**src/rtl/keypad_scanner.sv**
```systemverilog
// Scan controller for a 4x4 active-low matrix keypad: drives one column at a time,
// samples the rows after a settle window and confirms keys over identical full scans.
module keypad_scanner #(
  parameter int SETTLE_CYCLES = 1000,
  parameter int STABLE_SCANS  = 4
) (
  input  logic       clk,
  input  logic       rst,
  input  logic       enable,
  input  logic [3:0] row_in,
  output logic [3:0] col_out,
  output logic [3:0] key_code,
  output logic       key_valid,
  output logic       key_held,
  output logic       multi_key
);

  localparam int SW = $clog2(SETTLE_CYCLES);
  localparam int MW = $clog2(STABLE_SCANS + 1);
  localparam logic [SW-1:0] SETTLE_LAST  = SW'(SETTLE_CYCLES - 1);
  localparam logic [MW-1:0] MATCH_TARGET = MW'(STABLE_SCANS);

  typedef enum logic {RELEASED, PRESSED} state_t;

  logic [3:0]    row_meta;
  logic [3:0]    row_sync;
  logic          active;
  logic [SW-1:0] settle_cnt;
  logic [1:0]    col_idx;
  logic [15:0]   scan_map;
  logic          map_ready;
  logic [4:0]    map_count;
  logic [3:0]    map_code;
  logic          eval_valid;
  logic          eval_none;
  logic          eval_single;
  logic [3:0]    eval_code;
  state_t        state;
  logic [3:0]    candidate;
  logic [MW-1:0] match_cnt;
  logic [MW-1:0] match_base;
  logic [MW-1:0] next_match;

  always_ff @(posedge clk) begin
    row_meta <= row_in;
    row_sync <= row_meta;
  end

  // Column sequencer: each column is driven for a full settle window, sampled on its last cycle.
  always_ff @(posedge clk) begin
    if (rst || !enable) begin
      active     <= 1'b0;
      col_out    <= 4'b1111;
      settle_cnt <= '0;
      col_idx    <= '0;
      scan_map   <= '0;
      map_ready  <= 1'b0;
    end else if (!active) begin
      active     <= 1'b1;
      col_out    <= 4'b1110;
      settle_cnt <= '0;
      col_idx    <= '0;
      map_ready  <= 1'b0;
    end else if (settle_cnt == SETTLE_LAST) begin
      for (int r = 0; r < 4; r++) begin
        scan_map[{2'(r), col_idx}] <= ~row_sync[r];
      end
      map_ready  <= (col_idx == 2'd3);
      settle_cnt <= '0;
      col_idx    <= col_idx + 2'd1;
      col_out    <= ~(4'b0001 << (col_idx + 2'd1));
    end else begin
      settle_cnt <= settle_cnt + SW'(1);
      map_ready  <= 1'b0;
    end
  end

  always_comb begin
    map_count = '0;
    map_code  = '0;
    for (int i = 0; i < 16; i++) begin
      if (scan_map[i]) begin
        map_count = map_count + 5'd1;
        map_code  = 4'(i);
      end
    end
  end

  // Classify the completed scan one cycle after the column-3 sample.
  always_ff @(posedge clk) begin
    if (rst || !enable) begin
      eval_valid  <= 1'b0;
      eval_none   <= 1'b0;
      eval_single <= 1'b0;
      eval_code   <= '0;
      multi_key   <= 1'b0;
    end else begin
      eval_valid <= map_ready;
      if (map_ready) begin
        eval_none   <= (map_count == 5'd0);
        eval_single <= (map_count == 5'd1);
        eval_code   <= map_code;
        multi_key   <= (map_count >= 5'd2);
      end
    end
  end

  // A different key while released restarts the run; the counter saturates at its target.
  always_comb begin
    match_base = match_cnt;
    if (state == RELEASED && eval_code != candidate) begin
      match_base = '0;
    end
    next_match = (match_base == MATCH_TARGET) ? match_base : match_base + MW'(1);
  end

  always_ff @(posedge clk) begin
    if (rst) begin
      key_code <= '0;
    end
    if (rst || !enable) begin
      state     <= RELEASED;
      candidate <= '0;
      match_cnt <= '0;
      key_valid <= 1'b0;
      key_held  <= 1'b0;
    end else begin
      key_valid <= 1'b0;
      if (eval_valid) begin
        case (state)
          RELEASED: begin
            if (eval_single) begin
              candidate <= eval_code;
              if (next_match == MATCH_TARGET) begin
                state     <= PRESSED;
                key_code  <= eval_code;
                key_valid <= 1'b1;
                key_held  <= 1'b1;
                match_cnt <= '0;
              end else begin
                match_cnt <= next_match;
              end
            end else begin
              match_cnt <= '0;
            end
          end
          PRESSED: begin
            if (eval_none) begin
              if (next_match == MATCH_TARGET) begin
                state     <= RELEASED;
                key_held  <= 1'b0;
                match_cnt <= '0;
                candidate <= '0;
              end else begin
                match_cnt <= next_match;
              end
            end else begin
              match_cnt <= '0;
            end
          end
          default: state <= RELEASED;
        endcase
      end
    end
  end

endmodule

```
**config.mk**
```make
export PLATFORM = sky130hd
export DESIGN_NAME = keypad_scanner
export DESIGN_NICKNAME = d
export VERILOG_FILES = /design/src/rtl/keypad_scanner.sv
export SDC_FILE = /design/constraint.sdc
export NUM_CORES = 1
export LEC_CHECK = 0
export BUFFER_PORTS_ARGS = -buffer_cell sky130_fd_sc_hd__buf_2
export CAP_MARGIN = 20
export CORE_MARGIN = 5
export CORE_UTILIZATION = 40
export DETAILED_ROUTE_END_ITERATION = 10
export GPL_TIMING_DRIVEN = 0
export PLACE_DENSITY_LB_ADDON = 0.12
export SYNTH_ARGS = -nofsm -noshare
export SYNTH_HDL_FRONTEND = slang
export SYNTH_SLANG_ARGS = --single-unit
```
**constraint.sdc**
```tcl
create_clock -name clk -period 25.1 [get_ports clk]
set_clock_uncertainty 0.15 [all_clocks]
set_input_delay 5.02 -clock clk [delete_from_list [all_inputs] [get_ports clk]]
set_output_delay 5.02 -clock clk [all_outputs]
set_load 0.05 [all_outputs]
```
After elaboration in Yosys (flattened, before gate mapping)
Cells that the tools add are included.

operators by class
  add/sub/neg operators = 18
  order comparisons = 9
  equality and inequality tests = 11
  shift operators = 1
  muxes and demuxes = 72
  bitwise operators = 9
  reduce and logical (&&, ||, !) cells = 15

operator list
  kind                                                                                 number
  4-bit two-way mux                                                                    23
  5-bit by 1-bit adder with 5-bit output, second input constant                        15
  5-bit two-way mux                                                                    15
  16-bit bitwise mux                                                                   4
  1-bit two-way mux                                                                    17
  3-bit two-way mux                                                                    5
  10-bit by 1-bit adder with 10-bit output, second input constant                      1
  10-bit == test, second input constant                                                1
  4-bit by 5-bit less-than comparator with 1-bit output, second input constant         2
  3-bit OR reduction                                                                   3
  1-bit demux with 2-bit select                                                        4
  4-bit by 1-bit greater-or-equal comparator with 1-bit output, second input constant  2
  1-bit inverter                                                                       8
  4-bit one-hot mux with 2 select lines                                                1
  3-bit == test, second input constant                                                 2
  2-bit by 1-bit inequality test with 1-bit output, second input constant              3
  3-bit one-hot mux with 2 select lines                                                1
  5-bit by 1-bit == test with 1-bit output, second input constant                      1
  5-bit by 2-bit greater-or-equal comparator with 1-bit output, second input constant  1
  1-bit logical AND                                                                    5
  5-bit logical NOT                                                                    1
  2-bit by 5-bit less-than comparator with 1-bit output, second input constant         1
  3-bit by 5-bit less-than comparator with 1-bit output, second input constant         1
  5-bit AND reduction                                                                  1
  other kinds (15)                                                                     17

storage, ports and cells
  register bits after elaboration = 64
  bits of input ports = 7
  output and inout bits = 11
  word-level logic and storage cells = 155

Depth between registers and ports, before layout
  depth in word-level cells = 32
  depth in mapped cells = 49
  mapped depth without buffers = 49

Worst setup path after synthesis
OpenSTA, ideal clock, no wires.

  kind = register to register
  from = reg scan_map[0]
  to = reg eval_none
  library setup time = 0.084 ns
  data arrival time = 8.403 ns
  data required time = 24.866 ns
  slack = 16.462 ns
  stages on the path, launching flop included = 48
  buffers on the path = 0
  period minus slack after synthesis = 8.638 ns
  path through = dfxtp_1 -> inv_1 -> ha_1 -> xor2_1 -> ha_1 -> nor2b_1 -> nor2_1 -> ha_1 -> nand2_1 -> o31ai_1 -> ha_1 -> inv_1 -> a32oi_1 -> nand2_1 -> inv_1 -> ha_1 -> nand2_1 -> o21ai_0 -> (+12 left out) -> a22oi_1 -> nand2_1 -> ha_1 -> nor2_1 -> a31oi_1 -> ha_1 -> mux2_2 -> ha_1 -> mux2i_1 -> inv_1 -> ha_1 -> nand2_1 -> o21ai_0 -> ha_1 -> nor4b_1 -> nand3b_1 -> mux2_4 -> o31ai_2

on the way
  cells in the longest elaborated chain, start to end = 32

RTL lines
  item                                    RTL line  text
  start, declared                         30        logic [15:0] scan_map;
  start signal, assigned by index         66        scan_map[{2'(r), col_idx}] <= ~row_sync[r];
  1-bit two-way mux *                     82        if (scan_map[i]) begin
  5-bit by 1-bit adder with 5-bit output  83        map_count = map_count + 5'd1;
  5-bit two-way mux *                     82
  5-bit by 1-bit adder with 5-bit output  83
  5-bit two-way mux *                     82
  5-bit by 1-bit adder with 5-bit output  83
  5-bit two-way mux *                     82
  5-bit by 1-bit adder with 5-bit output  83
  (+16 left out)                          --
  5-bit two-way mux *                     82
  5-bit by 1-bit adder with 5-bit output  83
  5-bit two-way mux *                     82
  5-bit by 1-bit adder with 5-bit output  83
  5-bit two-way mux *                     82
  5-bit by 1-bit adder with 5-bit output  83
  5-bit two-way mux *                     82
  5-bit logical NOT *                     100       eval_none <= (map_count == 5'd0);
  end signal, assigned                    100
  end, declared                           35        logic eval_none;

Every way passes the cells marked *; elsewhere a longest branch is shown, timed or not.
A chain may end at the register's enable or synchronous reset.

Worst setup path in the final report
  from = reg scan_map[1]
  to = reg eval_none

on the way
  cells in the longest elaborated chain, start to end = 30

RTL lines
  item                                    RTL line
  5-bit two-way mux *                     82
  5-bit by 1-bit adder with 5-bit output  83
  5-bit two-way mux *                     82
  5-bit by 1-bit adder with 5-bit output  83
  5-bit two-way mux *                     82
  5-bit by 1-bit adder with 5-bit output  83
  5-bit two-way mux *                     82
  5-bit by 1-bit adder with 5-bit output  83
  (+14 left out)                          --
  5-bit two-way mux *                     82
  5-bit by 1-bit adder with 5-bit output  83
  5-bit two-way mux *                     82
  5-bit by 1-bit adder with 5-bit output  83
  5-bit two-way mux *                     82
  5-bit by 1-bit adder with 5-bit output  83
  5-bit two-way mux *                     82
  5-bit logical NOT *                     100

Marked as above.

==> results.txt <==
The global placement routability congestion is 0.805. The core box area came out at 0.0103 sq mm. The number of global-route vias before repair came out at 3288.

The pre-CTS setup slack came out at 15490 ps. The maximum number of pins on one net before global-route repair came out at 11. The global route total overflow is 0.

The worst-case hold slack is 176 ps. By instance count, the leading cell after synthesis is sky130_fd_sc_hd__nor2_1. The total global routing track utilization is 0.143.

For the worst setup path, the data arrival time is 9740 ps. The post-synthesis net count came out at 542. Summing all multi-input logic gate instances after layout gives 0.00277 sq mm.

The clock share of power came out at 0.443. In this run, CTS created clock tree buffers numbering 9. The distinct cell type count of the synthesized netlist came out at 71. The design internal power came out at 149 uW. The setup path with the least slack is of type reg -> reg. The number of cell rows is 37. The switching power summed over all nets is 41.1 uW. The maximum fanout count along the critical path came out at 7. In the post-synthesis netlist, the biggest area contributors are sky130_fd_sc_hd__dfxtp_1 30%, sky130_fd_sc_hd__ha_1 7.4%, sky130_fd_sc_hd__nor2_1 6.7%.

The final number of setup-violating endpoints is 0. In this run the clock root is driven by a sky130_fd_sc_hd__clkbuf_8. The number of nets still failing antenna checks after routing is 0. The post-detailed-placement half-perimeter wirelength came out at 6680 microns.

The number of instances in the synthesized netlist came out at 510. The proportion of synthesized chip area in sequential cells came out at 0.302. The shortest period the worst path allows is 9630 ps. Counting stages on the worst path, the most repeated cell is sky130_fd_sc_hd__ha_1.

The worst vdd rail ir drop is 0.0451 mV. The pre-antenna-repair detailed-routing pass consisted of 4 iterations. The flow ran to the end, and the final reports show no timing, DRC or antenna violations. The count of endpoints failing hold in the final timing report is 0. The initial utilization of the core area, before any placement, comes to 0.410.

The initial antenna violation count came out at 0. The number of synthesized register bits came out at 64. The cell type with the largest total area after synthesis is sky130_fd_sc_hd__dfxtp_1. The average instance in the mapped netlist occupies 8.31 sq um. Buffers added to address setup during post-CTS repair amount to 0. For this design the static power due to leakage is 0.00189 uW.

The data required time at the worst endpoint came out at 25210 ps. Setup repair after global routing left no endpoint under its margin. The via-per-instance ratio came out at 5.01. The post-cts gate resize count is 0. The ratio of final minimum period to clock period is 0.384. The share of power burned in registers is 0.541. The net total in the final layout came out at 570. The H-tree was split into 3 levels. By count the netlist is led by 76 x sky130_fd_sc_hd__nor2_1, 64 x sky130_fd_sc_hd__dfxtp_1, 54 x sky130_fd_sc_hd__nand2_1, 36 x sky130_fd_sc_hd__a21oi_1, 25 x sky130_fd_sc_hd__ha_1. The die covers 0.0128 sq mm. In this run the vertical extent of the chip is 113 microns. The placed instance area is 0.00449 sq mm. The slew of the pin with the lowest slew margin is 554 ps.

The share of total power consumed by net switching is 0.216. The path class of the tightest hold or removal check is reg -> reg. The post-route cell area came out at 0.00468 sq mm. The worst-skew pair later-pin latency is 330 ps. The cell area after technology mapping came out at 0.00424 sq mm.

The slowest stage of the critical path belongs to the cell sky130_fd_sc_hd__ha_1. The total I/O pin count came out at 18. The share of final-layout standard cells stronger than drive strength 1 is 0.109. The TritonCTS clock tree is yes. The number of DRC violations after detailed-routing iteration 0 came out at 201. Counting every sink on the clock net gives 64.

In this run, synthesis inferred 0 flip-flops with an integrated enable. The final layout contains routed wiring with a total length of 8780 microns. In this run the power density over the cells is 40.6 mW/mm^2. The type of origin of the critical path is a flip-flop.

The maximum buffer depth of the clock tree is 2. Of the total power, combinational logic draws 0.016. The number of buffers inserted by port buffering is 17. The wire length of the first global-routing pass is 15100 microns. Clock-pin slew was measured on the worst setup and hold paths at 70 ps.

Buffers inserted to repair hold after CTS numbered 0. The horizontal die dimension came out at 113 microns. Of the post-synthesis cell area, the dominant cell type holds 0.302. The fill cell total of the finished layout is 1029. The routed wirelength normalized by instance count came out at 13.0 microns. For this run, the leading register cell type out of synthesis is sky130_fd_sc_hd__dfxtp_1. STA classifies the critical path endpoint as a flip-flop. The delay of the slowest cell on the worst path came out at 370 ps.

The worst relative slew slack is 0.631. The count of final max-slew check failures came out at 0. The max-cap violation count came out at 0. The maximum clock rate is 104 MHz. The overall via count from detail_route is 3397. The register area came out at 0.00128 sq mm.

The proportion of synthesized flip-flops having asynchronous set or reset is 0. The number of diodes is 0. Compared with the post-synthesis result, the final layout area differs by 10.5%. The detailed-route DRC error count came out at 0. For the final routed database, the setup TNS stands at 0 ps. Across all setup checks in the final design, the least slack found is 15470 ps. The number of warnings printed during yosys synthesis came out at 0.
-- final cells by class --
cell class / instances / area share
Timing Repair Buffer: 17 / 0.0182
Clock buffer: 13 / 0.0382
Tap cell: 136 / 0.0363
Buffer: 23 / 0.0211
Multi-Input combinational cell: 399 / 0.591
Inverter: 24 / 0.0192
Clock inverter: 2 / 0.00267
Sequential cell: 64 / 0.274
-- path summary, 6_finish.rpt --
kind                       startpoint                      to  slack, ps  cells past startpoint
min               row_meta[1]$_DFF_P_     row_sync[1]$_DFF_P_        180                      0
max          scan_map[1]$_SDFFE_PN0P_  eval_none$_SDFFE_PN0P_      15470                     47
max reg2reg  scan_map[1]$_SDFFE_PN0P_  eval_none$_SDFFE_PN0P_      15470                     47
min reg2reg       row_meta[1]$_DFF_P_     row_sync[1]$_DFF_P_        180                      0
-- power by group through the flow --
stage | combinational [uW] | clock [uW] | sequential (uW)
after floorplan | 1.47 | 0 | 105
after global placement | 3.03 | 0 | 105
after detailed placement | 3.04 | 0 | 105
after CTS | 3.05 | 87.1 | 103
after global routing | 3.31 | 92.3 | 103
final | 2.98 | 84.4 | 103
-- layout by cell type (no fill, tap or decap), drive strengths merged, types with 3 or more instances in the layout --
cell type  instances
a21oi             36
mux2i              5
o211ai             4
xor2              20
mux2               3
nor2b              5
nand4              8
buf               21
nand3             19
nand3b             7
nor2              76
xnor2             30
and3               5
a22oi              5
o21ai             21
inv               24
ha                25
nand2b             6
dfxtp             64
and2               6
nand2             54
nor3b              3
clkbuf            32
nor3              11
xnor3              7
-- flip-flops by register name, indices dropped and copies added, names as in the netlist, 2 cells and up --
name	count
eval_code	4
key_code	4
col_idx	2
match_cnt	3
row_meta	4
row_sync	4
candidate	4
col_out	4
scan_map	16
settle_cnt	10
-- critical path: cells and delay by family, from the launching register on --
kind                       cells  cell delay (ps)
muxes                          3              810
AOI/OAI and AO/OA             11             2030
and+or+nand+nor               13             1580
buffers and inverters          5              330
DFF                            1              360
adders and majority gates     14             4110
xor gates and xnor gates       1              180
-- routing by layer --
metal  GRT usage  vias up  wire length [microns]
met2       0.224       42                   3830
li1            -     1812                      -
met5           0        -                      0
met1       0.196     1530                   4630
met4      0.0545        0                    142
met3      0.0257       13                    174
-- kinds of logic (layout without fill, tap and decap cells) --
kind of cell / after synthesis / in the layout / synth area share
and+or+nand+nor: 215 / 215 / 0.244
AOI/OAI and AO/OA: 92 / 92 / 0.138
DFF: 64 / 64 / 0.302
xor gates and xnor gates: 59 / 59 / 0.176
buffers and inverters: 47 / 79 / 0.0446
adders and majority gates: 25 / 25 / 0.0738
muxes: 8 / 8 / 0.0207
-- through the flow --
stage	total power, uW	instances	util
after floorplan	107	510	-
after global placement	108	663	0.435
after detailed placement	108	663	0.435
after CTS	193	678	0.454
after global routing	199	678	0.454
final	190	678	0.454
Note: power is estimated with default switching activity, not from simulation.
